<file path="src/rtl/fifo_uart_tx_if.sv">
// FIFO-read and serial-line bundle between the FIFO/enable source (master) and the UART drain (slave).
// Clock and reset are carried as plain ports on the modules, not through this bundle.
interface fifo_uart_tx_if;
  logic       en;
  logic       fifo_empty;
  logic       fifo_read;
  logic [7:0] fifo_rdata;
  logic       tx;
  logic       busy;
  logic [2:0] diag_state;
  logic [2:0] diag_bit;

  modport master (
    output en, fifo_empty, fifo_rdata,
    input  fifo_read, tx, busy, diag_state, diag_bit
  );

  modport slave (
    input  en, fifo_empty, fifo_rdata,
    output fifo_read, tx, busy, diag_state, diag_bit
  );
endinterface

</file>
<file path="src/rtl/fifo_uart_tx.sv">
// Pops one byte at a time from an upstream FIFO and sends it as an 8N1 frame; the read comes 1 cycle after the
// deciding edge and the start bit 2 cycles after that. A frame is 10*CLKS_PER_BIT cycles and en gates only new pops.
module fifo_uart_tx #(
  parameter int CLKS_PER_BIT = 4,
  parameter int CNT_WIDTH    = $clog2(CLKS_PER_BIT)
) (
  input  logic          clk,
  input  logic          rst,
  fifo_uart_tx_if.slave bus
);

  typedef enum logic [2:0] {
    IDLE  = 3'd0,
    POP   = 3'd1,
    LOAD  = 3'd2,
    START = 3'd3,
    DATA  = 3'd4,
    STOP  = 3'd5
  } state_t;

  localparam logic [CNT_WIDTH-1:0] LAST_CNT = CNT_WIDTH'(CLKS_PER_BIT - 1);

  if (CLKS_PER_BIT < 2) begin : g_param_check
    $error("fifo_uart_tx: CLKS_PER_BIT must be >= 2");
  end

  state_t               r_state;
  state_t               w_next;
  logic [CNT_WIDTH-1:0] r_cnt;
  logic [7:0]           r_shift;
  logic [2:0]           r_bit;
  logic                 w_bit_end;
  logic                 w_take;
  logic                 w_tx;

  assign w_bit_end = (r_cnt == LAST_CNT);
  assign w_take    = bus.en && !bus.fifo_empty;

  always_ff @(posedge clk) begin
    if (rst) begin
      r_state <= IDLE;
    end else begin
      r_state <= w_next;
    end
  end

  always_comb begin
    w_next = r_state;
    case (r_state)
      IDLE:    if (w_take) w_next = POP;
      POP:     w_next = LOAD;
      LOAD:    w_next = START;
      START:   if (w_bit_end) w_next = DATA;
      DATA:    if (w_bit_end && (r_bit == 3'd7)) w_next = STOP;
      STOP:    if (w_bit_end) w_next = w_take ? POP : IDLE;
      default: w_next = IDLE;
    endcase
  end

  // The counter restarts on every state change so each state's bit period starts aligned.
  always_ff @(posedge clk) begin
    if (rst) begin
      r_cnt   <= '0;
      r_shift <= '0;
      r_bit   <= '0;
    end else begin
      if ((w_next != r_state) || w_bit_end) begin
        r_cnt <= '0;
      end else begin
        r_cnt <= r_cnt + 1'b1;
      end

      if (r_state == LOAD) begin
        r_shift <= bus.fifo_rdata;
      end else if ((r_state == DATA) && w_bit_end) begin
        r_shift <= {1'b0, r_shift[7:1]};
      end

      if (r_state == DATA) begin
        if (w_bit_end) r_bit <= r_bit + 3'd1;
      end else begin
        r_bit <= '0;
      end
    end
  end

  always_comb begin
    w_tx = 1'b1;
    case (r_state)
      START:   w_tx = 1'b0;
      DATA:    w_tx = r_shift[0];
      default: w_tx = 1'b1;
    endcase
  end

  assign bus.tx         = w_tx;
  assign bus.fifo_read  = (r_state == POP);
  assign bus.busy       = (r_state != IDLE);
  assign bus.diag_state = r_state;
  assign bus.diag_bit   = r_bit;

endmodule

</file>
<file path="src/flat_wrapper.sv">
// flat-port wrapper written by rule: the top's interface ports become plain ports
module fifo_uart_tx_flat 
#(
  parameter int CLKS_PER_BIT = 4,
  parameter int CNT_WIDTH    = $clog2(CLKS_PER_BIT)
)
  (clk, rst, bus_en, bus_fifo_empty, bus_fifo_rdata, bus_fifo_read, bus_tx, bus_busy, bus_diag_state, bus_diag_bit);
  fifo_uart_tx_if bus_i ();
  input  logic clk;
  input  logic rst;
  input wire logic [$bits(bus_i.en)-1:0] bus_en;
  input wire logic [$bits(bus_i.fifo_empty)-1:0] bus_fifo_empty;
  input wire logic [$bits(bus_i.fifo_rdata)-1:0] bus_fifo_rdata;
  output wire logic [$bits(bus_i.fifo_read)-1:0] bus_fifo_read;
  output wire logic [$bits(bus_i.tx)-1:0] bus_tx;
  output wire logic [$bits(bus_i.busy)-1:0] bus_busy;
  output wire logic [$bits(bus_i.diag_state)-1:0] bus_diag_state;
  output wire logic [$bits(bus_i.diag_bit)-1:0] bus_diag_bit;
  assign bus_i.en = bus_en;
  assign bus_i.fifo_empty = bus_fifo_empty;
  assign bus_i.fifo_rdata = bus_fifo_rdata;
  assign bus_fifo_read = bus_i.fifo_read;
  assign bus_tx = bus_i.tx;
  assign bus_busy = bus_i.busy;
  assign bus_diag_state = bus_i.diag_state;
  assign bus_diag_bit = bus_i.diag_bit;
  fifo_uart_tx #(.CLKS_PER_BIT(CLKS_PER_BIT), .CNT_WIDTH(CNT_WIDTH)) u_core (.clk(clk), .rst(rst), .bus(bus_i));
endmodule
</file>
<file path="config.mk">
export PLATFORM = sky130hd
export DESIGN_NAME = fifo_uart_tx_flat
export DESIGN_NICKNAME = d
export VERILOG_FILES = /design/src/rtl/fifo_uart_tx_if.sv /design/src/rtl/fifo_uart_tx.sv /design/src/flat_wrapper.sv
export SDC_FILE = /design/constraint.sdc
export NUM_CORES = 1
export LEC_CHECK = 0
export ABC_AREA = 0
export CORE_ASPECT_RATIO = 1.25
export CORE_MARGIN = 4
export CORE_UTILIZATION = 35
export CTS_BUF_LIST = sky130_fd_sc_hd__clkbuf_16
export DETAILED_ROUTE_END_ITERATION = 8
export GPL_ROUTABILITY_DRIVEN = 0
export SLEW_MARGIN = 10
export SYNTH_ARGS = -nofsm -noshare
export SYNTH_HDL_FRONTEND = slang
export SYNTH_SLANG_ARGS = --single-unit
</file>
<file path="constraint.sdc">
create_clock -name clk -period 1.65 [get_ports clk]
set_input_delay 0.4125 -clock clk [delete_from_list [all_inputs] [get_ports clk]]
set_output_delay 0.4125 -clock clk [all_outputs]
set_load 0.005 [all_outputs]
</file>
Word-level counts from Yosys, hierarchy flattened
Cells that the tools add are included.

Reduce and logical (&&, ||, !) cells: 10. Add/subtract/negate cells: 2. Eq/ne operators: 8. Bitwise operators: 1. Multiplexer cells: 9.

Operator list (count): case mux 3 bit (6 select lines) (1); two-way mux 8 bit (2); two-way mux 3 bit (4); equality test 3 bit (second input constant) (3); equality test 3 x 2 -> 1 bit (second input constant) (2); OR reduction 2 bit (2); adder 3 x 1 -> 3 bit (second input constant) (1); equality test 3 x 1 -> 1 bit (second input constant) (1); logical AND 1 bit (3); logical NOT 3 bit (1); inequality test 3 bit (1); nonzero test 3 bit (1); adder 2 x 1 -> 2 bit (second input constant) (1); equality test 2 bit (second input constant) (1); case mux 1 bit (2 select lines) (1); nonzero test 2 bit (1); logical NOT 1 bit (1); logical OR 1 bit (1); two-way mux 1 bit (1); NOT 1 bit (1).

Register bits: 16. Bits of input ports: 12. Output and inout bits: 9. Word-level logic and storage cells: 34.

Longest topological paths before layout
Depth in word-level cells: 8. Mapped depth: 5. Mapped depth without buffers: 5.

Worst setup path before layout
No wires, ideal clock.

Path type: reg2reg. From: register u_core.r_cnt[0]. To: register u_core.r_shift[0]. Stages on the path, launching flop included: 6. Slack: 317 ps. Data arrival time: 1247 ps. Period minus slack after synthesis: 1333 ps. Setup time: 86 ps. Data required time: 1564 ps. Buffers on the path: 1. Cells stage by stage: dfxtp_1 > ha_1 > buf_6 > nand3b_4 > a21o_4 > a221oi_2.

Longest elaborated chain between the ends: 3.

Ends and longest elaborated chain: from (decl) (line fifo_uart_tx.sv:29) `logic [CNT_WIDTH-1:0] r_cnt;`; from (signal assigned) (line fifo_uart_tx.sv:70) `r_cnt <= r_cnt + 1'b1;`; equality test 2 bit (line fifo_uart_tx.sv:36) `assign w_bit_end = (r_cnt == LAST_CNT);`; logical AND 1 bit (line fifo_uart_tx.sv:75) `end else if ((r_state == DATA) && w_bit_end) begin`; nonzero test 2 bit (no line); to (signal assigned) (line fifo_uart_tx.sv:74) `r_shift <= bus.fifo_rdata;`; to (signal assigned) (line fifo_uart_tx.sv:76) `r_shift <= {1'b0, r_shift[7:1]};`; to (decl) (line fifo_uart_tx.sv:30) `logic [7:0] r_shift;`.

Every way passes these cells. A chain may end at the register's enable or synchronous reset.

Worst setup path after layout
From: register u_core.r_state[0], in the netlist u_core.bus.diag_state[0]. To: output bus_busy.

Longest elaborated chain between the ends: 1.

Ends and longest elaborated chain: from (decl) (line fifo_uart_tx.sv:27) `state_t r_state;`; from (signal assigned) (line fifo_uart_tx.sv:43) `r_state <= w_next;`; nonzero test 3 bit (line fifo_uart_tx.sv:98) `assign bus.busy = (r_state != IDLE);`; to (decl) (line flat_wrapper.sv:16) `output wire logic [$bits(bus_i.busy)-1:0] bus_busy;`.

Every way passes these cells.

==> metrics <==
status=complete, no violations; clock root cell=clkbuf_16; slew margin rel.=0.8292; Seq/Total Area, Yosys=0.3683; Post-Synth Simple-Gate Area=0.2115; worst slack at placement=-0.04959 ns; row count=19; Critical Path RT=1.24 ns; Max-Cap Viols=0; fraction of synthesized area in multiplexers=0.03453; Clock Skew=0.0006213 ns; Ports=21; CTS Sinks=16; worst slew pin tran=0.2526 ns; H-tree level count=1; Fmax=~630 MHz; crit start category=register; Nets=roughly 130; FFs w/ async S/R, synth=0; ANT nets after route=0; RSZ-0062 raised after global routing=false; Ys Warns=0; CP max stage delay=0.35 ns; compound-gate portion of the synthesized area=0.2504; Mapped Cells=87; DIE HEIGHT=63.73 um; layout cell share with drive strength beyond 1=0.2845; endpoint class of the critical path=output port; xor and xnor area share after synthesis=0.01007; filler cell count=between 200 and 250; Max Slew Vio Count=0; Crit path max-delay family=simple AND/OR/NAND/NOR gates; first-iteration detailed-routing DRC count=3; Die Span X=52.58 um; Mean Syn Cell Area=9.995 sq um; routed vias/inst=between 5 and 6; Arr. time, crit path=roughly 1.2 ns; commonest non-fill, non-tap cell in the layout=clkdlybuf4s50_1; ys flop type=dfxtp_1; largest family of logic cells by synthesized area=compound AO/OA/AOI/OAI gates; Max clock buf depth=2; grt total ovfl=0; initial antenna violation count=0; Layout area overhead=42.73%; number of global-route vias before repair=779; first-pass GRT wire length=3194 um; final setup fails=0; buffers plus inverters on the worst setup path=2; input/output buffers=20; TritonCTS buffer count=3; largest net degree at the start of global routing=13; Setup WS post-layout=0.06628 ns; floorplan core area=2282 sq um; Worst Setup Path Type=reg -> out; Util after Layout=0.5439; vias post-DR=751; Post-Route WL=1818 um; synthesis-stage register bit count=16; synth unique cells=33; total power draw=1.149 mW; Leak=0.5319 nW; DP HPWL=around 1300 um; CP Cell Sequence=buf_4 -> or3_1 -> clkbuf_2; Total GRT Usage=0.1199; First-pass DRT Iterations=4; Min-Delay Path Class=reg -> reg; Wirelength per Cell=12.37 um; PD cells=925.6 nW/um^2; syn_nets=102; die area=3351 sq um; Initial Utilization=0.3810; Residual DRC=0; ant diodes=0; final hold vios=0; number of enable flip-flop cells after synthesis=0; Clock Pin Slew Worst Setup and Hold Paths=~0.05 ns; time the worst path needs with I/O delays and setup=1.584 ns; commonest non-fill, non-tap cells in the layout=clkdlybuf4s50_1, dfxtp_1, buf_4; Synth Area in Adders=0.04317; Post-Syn Area=869.6 sq um; Slowest-stage cell, CP=or3_1; worst vdd ir=0.0005216 V; CTS Hold Bufs=0; clk_lat worst skew=0.24 ns; CTS tree=built; Final Cycle Share=0.9598; worst-path fanout max=3
## flip-flops by register name, indices dropped and copies added, names as in the netlist
register	cells
u_core.r_shift	8
u_core.bus.diag_bit	3
u_core.r_cnt	2
u_core.bus.diag_state	3
## area by class of cell
class / instances / area, sq um / area share
Tap cell: 31 / 38.79 / 0.03125
Sequential cell: 16 / 329.1 / 0.2651
Timing Repair Buffer: 32 / 285.3 / 0.2298
Inverter: 8 / 30.03 / 0.02419
Multi-Input combinational cell: 57 / 483.0 / 0.3891
Clock buffer: 3 / 75.07 / 0.06048
## layer usage
layer	vias to the layer above	GRT usage	routed length [um]
li1	382	-	-
met1	345	0.1451	816
met2	20	0.2034	858
met3	4	0.02326	116
met4	0	0.04792	27
met5	-	0	0
## through the flow
stage | instances | instance area, sq um | TNS, ns | hold WS [ns]
after CTS | 147 | 1245 | -0.03447 | 0.4475
after floorplan | 87 | 869.6 | 0 | 0.4174
after detailed placement | 143 | 1150 | -0.04959 | 0.4358
final | 147 | 1241 | 0 | 0.4469
after global routing | 147 | 1241 | 0 | 0.4856
after global placement | 143 | 1150 | -0.02961 | 0.4313
## report_power, final
| part | total, mW | switching (mW) | internal (mW) |
|---|---|---|---|
| clock network | 0.455 | 0.138 | 0.317 |
| logic | 0.251 | 0.111 | 0.141 |
| registers | 0.442 | 0.0203 | 0.422 |
| total | 1.15 | 0.269 | 0.880 |
## synthesized netlist by cell type, types with 2 or more instances
| master | instances | area, sq um |
|---|---|---|
| a31oi_1 | 2 | 12.51 |
| o21ai_0 | 2 | 10.01 |
| buf_2 | 3 | 15.01 |
| o22ai_1 | 7 | 43.79 |
| nor4_1 | 2 | 12.51 |
| nand3b_1 | 3 | 22.52 |
| a221oi_2 | 7 | 105.1 |
| buf_6 | 2 | 22.52 |
| inv_1 | 7 | 26.28 |
| and3b_1 | 2 | 17.52 |
| nor2b_1 | 2 | 12.51 |
| dfxtp_1 | 16 | 320.3 |
| ha_1 | 3 | 37.54 |
| mux2i_1 | 3 | 30.03 |
| nor2_1 | 8 | 30.03 |
## cells by family after synthesis
kind of cell               after synthesis
xor gates and xnor gates                 1
and+or+nand+nor                         27
AOI/OAI and AO/OA                       23
DFF                                     16
buffers and inverters                   14
muxes                                    3
adders and majority gates                3
## worst paths after layout
kind                                                           from                        endpoint  slack (ns)  cells after the start
worst min-delay path                     u_core.r_cnt[0]$_SDFF_PP0_      u_core.r_cnt[0]$_SDFF_PP0_        0.45                      1
worst max-delay path            u_core.bus.diag_state[0]$_SDFF_PP0_                        bus_busy        0.07                      3
worst min register to register           u_core.r_cnt[0]$_SDFF_PP0_      u_core.r_cnt[0]$_SDFF_PP0_        0.45                      1
worst max register to register  u_core.bus.diag_state[1]$_SDFF_PP0_  u_core.r_shift[1]$_SDFFE_PP0P_        0.27                      4
## timing repair
| item | in CTS | in global routing |
|---|---|---|
| buffers inserted | 1 | 0 |
| pin swaps | 0 | 1 |
| endpoints found under the setup margin | 4 | 3 |
| gates resized for setup | 10 | 5 |
| gates cloned | 0 | 0 |
No activity file was read; power rests on OpenSTA's default activity.
